File: src/rtl/clock_cfg_pkg.sv
// Shared constants for the clock configuration loader: opcodes, default
// geometry and the parser FSM state encoding.
// Build option: CLOCK_CFG_TIMEOUT_EN adds an idle timeout to the parser.
package clock_cfg_pkg;

    localparam int N_DIV_DEF   = 4;
    localparam int DIV_W_DEF   = 10;
    localparam int N_CLK_DEF   = 8;
    localparam int TIMEOUT_DEF = 255;

    // WR_DIV is 0x1i: upper nibble selects the opcode, lower bits pick the divider.
    localparam logic [3:0] OP_WR_DIV_NIB = 4'h1;
    localparam logic [7:0] OP_WR_JOINS   = 8'h20;
    localparam logic [7:0] OP_COMMIT     = 8'h30;
    localparam logic [7:0] OP_CLK_RST    = 8'h40;
    localparam logic [7:0] OP_CLR_ERR    = 8'h50;

    typedef enum logic [2:0] {
        ST_IDLE     = 3'd0,
        ST_DIV_LO   = 3'd1,
        ST_DIV_HI   = 3'd2,
        ST_JOINS    = 3'd3,
        ST_RST_MASK = 3'd4
    } state_t;

endpackage

File: src/rtl/clock_cfg_shadow.sv
// Double-buffered register bank: shadow divider limits and join mask take
// byte writes; a commit strobe copies every shadow to the active outputs in
// a single cycle and raises cfg_updated for that one cycle.
module clock_cfg_shadow
    import clock_cfg_pkg::*;
#(
    parameter int N_DIV = N_DIV_DEF,
    parameter int DIV_W = DIV_W_DEF,
    parameter int N_CLK = N_CLK_DEF,
    parameter int IDX_W = 2
) (
    input  logic                   clk,
    input  logic                   reset,
    input  logic [7:0]             wr_byte,
    input  logic [IDX_W-1:0]       div_idx,
    input  logic                   div_lo_we,
    input  logic                   div_hi_we,
    input  logic                   joins_we,
    input  logic                   commit,
    output logic [N_DIV*DIV_W-1:0] cfg_div_limits,
    output logic [N_CLK-1:0]       cfg_clk_joins,
    output logic                   cfg_updated
);

    logic [DIV_W-1:0] shadow_div [N_DIV];
    logic [N_CLK-1:0] shadow_joins;

    // Shadow writes: low byte, truncated high byte, join mask.
    always_ff @(posedge clk) begin
        if (reset) begin
            for (int i = 0; i < N_DIV; i++) shadow_div[i] <= '0;
            shadow_joins <= '0;
        end else begin
            if (div_lo_we) shadow_div[div_idx][7:0] <= wr_byte;
            if (div_hi_we) shadow_div[div_idx][DIV_W-1:8] <= wr_byte[DIV_W-9:0];
            if (joins_we)  shadow_joins <= wr_byte[N_CLK-1:0];
        end
    end

    // Commit: copy all shadows to the active outputs at once and pulse cfg_updated.
    always_ff @(posedge clk) begin
        if (reset) begin
            cfg_div_limits <= '0;
            cfg_clk_joins  <= '0;
            cfg_updated    <= 1'b0;
        end else begin
            cfg_updated <= commit;
            if (commit) begin
                for (int i = 0; i < N_DIV; i++) cfg_div_limits[i*DIV_W +: DIV_W] <= shadow_div[i];
                cfg_clk_joins <= shadow_joins;
            end
        end
    end

endmodule

File: src/rtl/clock_cfg_loader.sv
// Byte-stream command parser feeding clocks_module. Headers are decoded in
// IDLE; payload bytes go to the shadow bank; COMMIT publishes the whole
// configuration atomically. CLK_RST produces a one-cycle reset-mask pulse.
// Handshake: a byte transfers on a rising clk edge where in_valid and
// in_ready are both high; in_valid low simply holds the parser state.
// Build option: CLOCK_CFG_TIMEOUT_EN aborts a command stalled mid-payload.
module clock_cfg_loader
    import clock_cfg_pkg::*;
#(
    parameter int N_DIV   = N_DIV_DEF,
    parameter int DIV_W   = DIV_W_DEF,
    parameter int N_CLK   = N_CLK_DEF,
    parameter int TIMEOUT = TIMEOUT_DEF
) (
    input  logic                   clk,
    input  logic                   reset,
    input  logic [7:0]             in_data,
    input  logic                   in_valid,
    output logic                   in_ready,
    output logic [N_DIV*DIV_W-1:0] cfg_div_limits,
    output logic [N_CLK-1:0]       cfg_clk_joins,
    output logic                   en_clk_reset,
    output logic [N_CLK-1:0]       clk_reset,
    output logic                   cfg_updated,
    output logic                   err
);

    localparam int         IDX_W     = (N_DIV > 1) ? $clog2(N_DIV) : 1;
    localparam logic [4:0] N_DIV_L   = 5'(N_DIV);
    localparam logic [7:0] TIMEOUT_L = 8'(TIMEOUT);

    state_t           state_q, state_d;
    logic [IDX_W-1:0] div_idx_q;
    logic             hs;
    logic             idx_load, div_lo_we, div_hi_we, joins_we, commit;
    logic             rst_fire, err_set, err_clr;
    logic             timeout_hit;

    assign hs = in_valid & in_ready;

`ifdef CLOCK_CFG_TIMEOUT_EN
    logic [7:0] idle_cnt_q;

    // Count idle cycles inside a command; any handshake or return to IDLE restarts it.
    always_ff @(posedge clk) begin
        if (reset || hs || state_q == ST_IDLE || timeout_hit) idle_cnt_q <= '0;
        else                                                  idle_cnt_q <= idle_cnt_q + 8'd1;
    end

    assign timeout_hit = (state_q != ST_IDLE) && !hs && (idle_cnt_q == TIMEOUT_L);
`else
    logic unused_timeout;
    assign unused_timeout = ^TIMEOUT_L;
    assign timeout_hit    = 1'b0;
`endif

    // State, ready, divider index, pulse outputs and sticky error.
    always_ff @(posedge clk) begin
        if (reset) begin
            state_q      <= ST_IDLE;
            in_ready     <= 1'b0;
            div_idx_q    <= '0;
            en_clk_reset <= 1'b0;
            clk_reset    <= '0;
            err          <= 1'b0;
        end else begin
            state_q      <= state_d;
            in_ready     <= 1'b1;
            en_clk_reset <= rst_fire;
            clk_reset    <= rst_fire ? in_data[N_CLK-1:0] : '0;
            if (idx_load) div_idx_q <= in_data[IDX_W-1:0];
            // A fresh error in the same cycle as CLR_ERR keeps err set.
            if (err_set)      err <= 1'b1;
            else if (err_clr) err <= 1'b0;
        end
    end

    // Header decode and payload sequencing.
    always_comb begin
        state_d   = state_q;
        idx_load  = 1'b0;
        div_lo_we = 1'b0;
        div_hi_we = 1'b0;
        joins_we  = 1'b0;
        commit    = 1'b0;
        rst_fire  = 1'b0;
        err_set   = 1'b0;
        err_clr   = 1'b0;
        if (timeout_hit) begin
            state_d = ST_IDLE;
            err_set = 1'b1;
        end else if (hs) begin
            case (state_q)
                ST_IDLE: begin
                    if (in_data[7:4] == OP_WR_DIV_NIB && {1'b0, in_data[3:0]} < N_DIV_L) begin
                        idx_load = 1'b1;
                        state_d  = ST_DIV_LO;
                    end else if (in_data == OP_WR_JOINS) begin
                        state_d = ST_JOINS;
                    end else if (in_data == OP_COMMIT) begin
                        commit = 1'b1;
                    end else if (in_data == OP_CLK_RST) begin
                        state_d = ST_RST_MASK;
                    end else if (in_data == OP_CLR_ERR) begin
                        err_clr = 1'b1;
                    end else begin
                        err_set = 1'b1;
                    end
                end
                ST_DIV_LO: begin
                    div_lo_we = 1'b1;
                    state_d   = ST_DIV_HI;
                end
                ST_DIV_HI: begin
                    div_hi_we = 1'b1;
                    // Bits beyond the divider width are dropped but flagged.
                    err_set   = ((in_data >> (DIV_W - 8)) != 8'h00);
                    state_d   = ST_IDLE;
                end
                ST_JOINS: begin
                    joins_we = 1'b1;
                    state_d  = ST_IDLE;
                end
                ST_RST_MASK: begin
                    rst_fire = 1'b1;
                    state_d  = ST_IDLE;
                end
                default: state_d = ST_IDLE;
            endcase
        end
    end

    clock_cfg_shadow #(
        .N_DIV (N_DIV),
        .DIV_W (DIV_W),
        .N_CLK (N_CLK),
        .IDX_W (IDX_W)
    ) u_shadow (
        .clk            (clk),
        .reset          (reset),
        .wr_byte        (in_data),
        .div_idx        (idx_load ? in_data[IDX_W-1:0] : div_idx_q),
        .div_lo_we      (div_lo_we),
        .div_hi_we      (div_hi_we),
        .joins_we       (joins_we),
        .commit         (commit),
        .cfg_div_limits (cfg_div_limits),
        .cfg_clk_joins  (cfg_clk_joins),
        .cfg_updated    (cfg_updated)
    );

endmodule
File: config.mk
export PLATFORM = sky130hd
export DESIGN_NAME = clock_cfg_loader
export DESIGN_NICKNAME = d
export VERILOG_FILES = /design/src/rtl/clock_cfg_pkg.sv /design/src/rtl/clock_cfg_shadow.sv /design/src/rtl/clock_cfg_loader.sv
export SDC_FILE = /design/constraint.sdc
export NUM_CORES = 1
export LEC_CHECK = 0
export CORE_UTILIZATION = 50
export CTS_CLUSTER_SIZE = 8
export DETAILED_ROUTE_END_ITERATION = 12
export PLACE_DENSITY = 0.73
export SETUP_SLACK_MARGIN = 0.02
export SLEW_MARGIN = 15
export SYNTH_ARGS = -nofsm -noshare
export SYNTH_HDL_FRONTEND = slang
export SYNTH_HIERARCHICAL = 1
export SYNTH_SLANG_ARGS = --single-unit
File: constraint.sdc
create_clock -name clk -period 3.3 [get_ports clk]
set_clock_uncertainty 0.15 [all_clocks]
set_input_delay 0.495 -clock clk [delete_from_list [all_inputs] [get_ports clk]]
set_output_delay 0.495 -clock clk [all_outputs]
set_load 0.01 [all_outputs]
-- Word-level counts from Yosys, hierarchy flattened
Memory sizes are Yosys's and may differ from the RTL's. A register that Yosys moved wholly into a read port is not among the register bits.
Cells that the tools add are included.
- memories: 1
- bits in registers: 33
- latch bits: 0
- memory bits (writable): 40
- ROM bits: 0
- memory list (memory ; words ; width ; read ports ; clocked after memory_dff ; wr ports ; line ; RTL):
    u_shadow.shadow_div ; 4 ; 10 ; 4 ; 4 ; 4 ; clock_cfg_shadow.sv:25 ; logic [DIV_W-1:0] shadow_div [N_DIV];
- $lt $le $gt $ge: 1
- bitwise operators: 2
- mux-type cells: 50
- multipliers: 0
- add/subtract/negate cells: 0
- div/mod/pow operators: 0
- shift operators: 0
- equal/unequal tests: 11
- reduce and logical (&&, ||, !) cells: 7
- operator list (kind ; count):
    $mux W1 ; 40
    $eq A8 B6 Y1 const B ; 2
    $eq A8 B7 Y1 const B ; 2
    $mux W3 ; 4
    $mux W10 ; 1
    $reduce_or A10 Y1 ; 1
    $ne A4 B4 Y1 const B ; 2
    $reduce_bool A8 Y1 ; 1
    $eq A3 B2 Y1 const B ; 2
    $mux W2 ; 3
    $pmux W3 S2 ; 1
    $eq A4 B1 Y1 const B ; 1
    $lt A4 B3 Y1 const B ; 1
    $eq A3 B1 Y1 const B ; 1
    $eq A3 B3 Y1 const B ; 1
    $logic_not A3 Y1 ; 1
    $reduce_and A3 Y1 ; 1
    $pmux W1 S2 ; 1
    $reduce_bool A2 Y1 ; 1
    $reduce_or A2 Y1 ; 1
    $and A1 B1 Y1 ; 1
    $logic_and A1 B1 Y1 ; 1
    $not A1 Y1 ; 1

-- Depth between registers and ports, before layout
- depth in word-level cells: 10
- mapped depth: 8
- mapped depth without buffers: 5

-- Cells and area by module
Netlist, hierarchy kept.
- modules (own cells, without submodules) (module ; cells each ; times used ; sequential area each (sq um) ; area each (sq um)):
    clock_cfg_shadow ; 287 ; 1 ; 2342.2 ; 3508.4
    clock_cfg_loader ; 78 ; 1 ; 320.3 ; 711.9

-- Least setup slack after synthesis
No wires, ideal clock.
- path type: input to register
- start point: in in_data[7]
- end point: mem u_shadow/shadow_div[0][0] in the netlist's numbering (enable)
- stages on the path: 6
- data arrival time: 2.256 ns
- data required time: 2.816 ns
- buffers on the path: 1
- setup time: 0.334 ns
- slack: 0.560 ns
- cells stage by stage: or4_1 > o31ai_1 > nand2_1 > or3b_1 > buf_2 > nand2b_1
- RTL lines (element ; line ; RTL):
    start, declared ; clock_cfg_loader.sv:17 ; input logic [7:0] in_data,
    end, declared ; clock_cfg_shadow.sv:25 ;

==> impl_metrics.env <==
export IMPL_outcome="finished clean"
export IMPL_cts_setup_buffers=0
export IMPL_seq_total_area_yosys_pct=63.1
export IMPL_final_hold_viol_count=0
export IMPL_worstSetupStartpoint="in_data[7]"
export IMPL_edff_count_synth=40
export IMPL_cts_tree="done"
export IMPL_tritoncts_num_sinks=113
export IMPL_start_util_pct=51.6
export IMPL_wirelength_um=9040
export IMPL_syn2layout_area_growth_pct=34.7
export IMPL_final_core_util_pct=69.5
export IMPL_routed_length_per_instance_um=15.8
export IMPL_overflow=0
export IMPL_postSynthNetCount=376
export IMPL_ys_warn_count=6
export IMPL_post_synth_cell_area_avg_um2=11.6
export IMPL_final_setup_viol_count=0
export IMPL_setup_worst_path_start_class="input pin"
export IMPL_maxCapViolations=0
export IMPL_core_region_area_um2=8180
export IMPL_cts_made_buffers=17
export IMPL_die_area_um2=8810
export IMPL_vias_in_the_first_global_route=2837
export IMPL_worst_hold_path_type="reg -> reg"
export IMPL_criticalPathCategory="in -> reg"
export IMPL_synth_top_cell_area_share_pct=34.6
export IMPL_ant_nets=0
export IMPL_gp_congestion=0.939
export IMPL_gr_usage_all_layers_pct=22.6
export IMPL_final_fill_count=595
export IMPL_syn_instance_count=365
export IMPL_setup_slack_ns=0.626
export IMPL_seq_area_um2=2660
export IMPL_slew_limit_headroom_pct=57.0
export IMPL_synth_lib_cells_used_distinct=37
export IMPL_fin_cells=572
export IMPL_cts_resized=0
export IMPL_post_route_cells_drive_above_1_share_pct=12.0
export IMPL_antenna_diode_count=0
export IMPL_synth_main_ff_cell="sky130_fd_sc_hd__dfxtp_1"
export IMPL_post_synth_top_area_cell="sky130_fd_sc_hd__dfxtp_1"
export IMPL_detailroute_via_count=2950
export IMPL_synth_cells_most_frequent="99 x sky130_fd_sc_hd__nor2_1, 73 x sky130_fd_sc_hd__dfxtp_1, 56 x sky130_fd_sc_hd__mux2i_1, 40 x sky130_fd_sc_hd__edfxtp_1, 15 x sky130_fd_sc_hd__nand2b_1"
export IMPL_detailed_place_hpwl_um=5930
export IMPL_worstSetupEndpointType="flip-flop"
export IMPL_pin_count_of_the_biggest_net_entering_global_routing=42
export IMPL_rsz_0062_raised_after_global_routing="no"
export IMPL_hp_start="u_shadow/shadow_div[1][8]$_SDFFCE_PN0P_"
export IMPL_ys_seq_elements=113
export IMPL_multiInputGateArea_um2=1450
export IMPL_worst_path_max_fanout=8
export IMPL_post_route_period_util_pct=81.0
export IMPL_clk_transition_reported_paths_ns=0.05
export IMPL_max_clock_path_buffers=2
export IMPL_post_route_min_period_ns=2.67
export IMPL_numPlacedInstances=540
export IMPL_ioPinCount=71
export IMPL_irDropWorstVdd_mv=0.334
export IMPL_postCtsHoldBufs=0
export IMPL_io_buffers=70
export IMPL_ctsHtreeMaxLevel=4
export IMPL_wire_length_of_the_first_global_routing_pass_um=14600
export IMPL_setup_tns_ns=0
export IMPL_die_height_um=93.9
export IMPL_cell_area_after_synthesis_um2=4220
export IMPL_reg2reg_from="state_q[1]$_SDFFE_PP0P_"
export IMPL_initialDrtViolationCount=156
export IMPL_std_cell_rows=33
export IMPL_via_cell_ratio=5.16
export IMPL_post_synth_top_count_cell="sky130_fd_sc_hd__nor2_1"
export IMPL_cp_arrival_ns=2.69
export IMPL_dp_worst_setup_slack_ns=0.116
export IMPL_leakage_component_of_the_power_nw=2.00
export IMPL_holdWs_ns=0.336
export IMPL_fmax_mhz=374
export IMPL_die_w_um=93.9
export IMPL_worst_ep_required_time_ns=3.32
export IMPL_asyncSetResetFlopFracSynth_pct=0
export IMPL_remaining_drc_errors=0
export IMPL_detail_route_first_pass_iterations=4
export IMPL_power_density_nw_per_um2=585
export IMPL_antenna_found_initial=0
export IMPL_top_area_cells_in_the_synthesized_netlist="sky130_fd_sc_hd__dfxtp_1 35%, sky130_fd_sc_hd__edfxtp_1 28%, sky130_fd_sc_hd__mux2i_1 13%"
export IMPL_max_slew_worst_pin_slew_ns=0.645
export IMPL_clock_latency_ns=0.50
export IMPL_maxSlewViolCount=0
export IMPL_clock_tree_root_cell="sky130_fd_sc_hd__clkbuf_8"
export IMPL_nets=465
## path summary, 6_finish.rpt
kind	cells after the start	end	slack [ns]
setup / recovery	6	u_shadow/shadow_div[0][6]$_SDFFCE_PN0P_	0.63
setup reg to reg	5	u_shadow/shadow_div[0][6]$_SDFFCE_PN0P_	0.71
hold reg to reg	2	u_shadow/cfg_div_limits[18]$_SDFFE_PP0P_	0.34
hold / removal	2	u_shadow/cfg_div_limits[18]$_SDFFE_PP0P_	0.34
## critical path, stage by stage
cell and delay [ns]:
sky130_fd_sc_hd__clkdlybuf4s50_1 0.44, sky130_fd_sc_hd__or4_1 0.56, sky130_fd_sc_hd__o31ai_1 0.33, sky130_fd_sc_hd__nand2_1 0.19, sky130_fd_sc_hd__or3b_1 0.40, sky130_fd_sc_hd__nand2b_1 0.27
## metrics by stage
stage | power, W | cell area [µm²]
after floorplan | 0.00154 | 4220
after global placement | 0.00159 | 5100
after detailed placement | 0.00159 | 5100
after CTS | 0.00336 | 5680
after global routing | 0.00343 | 5680
final | 0.00333 | 5680
## metal layers
metal  GRT usage [%]  vias up  wire, µm
li1                -     1443         -
met1            27.8     1402      3910
met2            37.5       97      4590
met3            5.91        8       436
met4            9.10        0       112
met5               0        -         0
## cell usage in the layout, fill, tap and decap left out, types with 2 or more instances in the layout
master / Yosys / final
sky130_fd_sc_hd__a21oi_1: 4 / 4
sky130_fd_sc_hd__a31o_2: 2 / 2
sky130_fd_sc_hd__and2_1: 9 / 9
sky130_fd_sc_hd__buf_4: 0 / 18
sky130_fd_sc_hd__bufinv_16: 0 / 3
sky130_fd_sc_hd__clkbuf_1: 4 / 2
sky130_fd_sc_hd__clkbuf_16: 0 / 16
sky130_fd_sc_hd__clkdlybuf4s50_1: 0 / 69
sky130_fd_sc_hd__clkinv_2: 0 / 3
sky130_fd_sc_hd__clkinvlp_4: 0 / 4
sky130_fd_sc_hd__dfxtp_1: 73 / 73
sky130_fd_sc_hd__edfxtp_1: 40 / 40
sky130_fd_sc_hd__inv_1: 2 / 2
sky130_fd_sc_hd__inv_6: 0 / 2
sky130_fd_sc_hd__mux2i_1: 56 / 56
sky130_fd_sc_hd__nand2_1: 5 / 5
sky130_fd_sc_hd__nand2b_1: 15 / 15
sky130_fd_sc_hd__nand3b_1: 5 / 5
sky130_fd_sc_hd__nand4_1: 3 / 3
sky130_fd_sc_hd__nor2_1: 99 / 99
sky130_fd_sc_hd__nor2b_1: 2 / 2
sky130_fd_sc_hd__nor3_1: 5 / 5
sky130_fd_sc_hd__nor3b_1: 3 / 3
sky130_fd_sc_hd__nor4b_1: 2 / 2
sky130_fd_sc_hd__o31ai_1: 3 / 3
sky130_fd_sc_hd__or3b_2: 2 / 2
## layout make-up
| type | instances | area share, % |
|---|---|---|
| flip-flops and latches | 113 | 46.8 |
| multi-input cells | 231 | 25.5 |
| clock buffers | 19 | 7.42 |
| clock inverters | 13 | 2.84 |
| repair buffers | 89 | 15.0 |
| inverters | 2 | 0.132 |
| well taps | 105 | 2.31 |
## kinds of logic (layout without fill, tap and decap cells)
| family | after synthesis | after routing | synth area share (%) |
|---|---|---|---|
| DFF | 113 | 113 | 63.1 |
| muxes | 56 | 56 | 13.3 |
| AOI/OAI and AO/OA | 15 | 15 | 2.61 |
| and+or+nand+nor | 160 | 160 | 18.4 |
| buffers and inverters | 21 | 123 | 2.61 |
## flip-flops by register name, summed over array words and instances, names as in the netlist
name and cells:
u_shadow/cfg_clk_joins 8, u_shadow/cfg_updated 1, err 1, clk_reset 8, state_q 3, u_shadow/shadow_div 40, u_shadow/shadow_joins 8, div_idx_q 2
en_clk_reset 1, u_shadow/cfg_div_limits 40, in_ready 1
## power by group
part / switching [W] / leakage [nW] / internal, W / total, W
logic: 0.0000605 / 0.719 / 0.0000338 / 0.0000942
clock network: 0.000618 / 0.275 / 0.00115 / 0.00177
registers: 0.00000768 / 1.00 / 0.00146 / 0.00147
(Power assumes the default switching activity.)
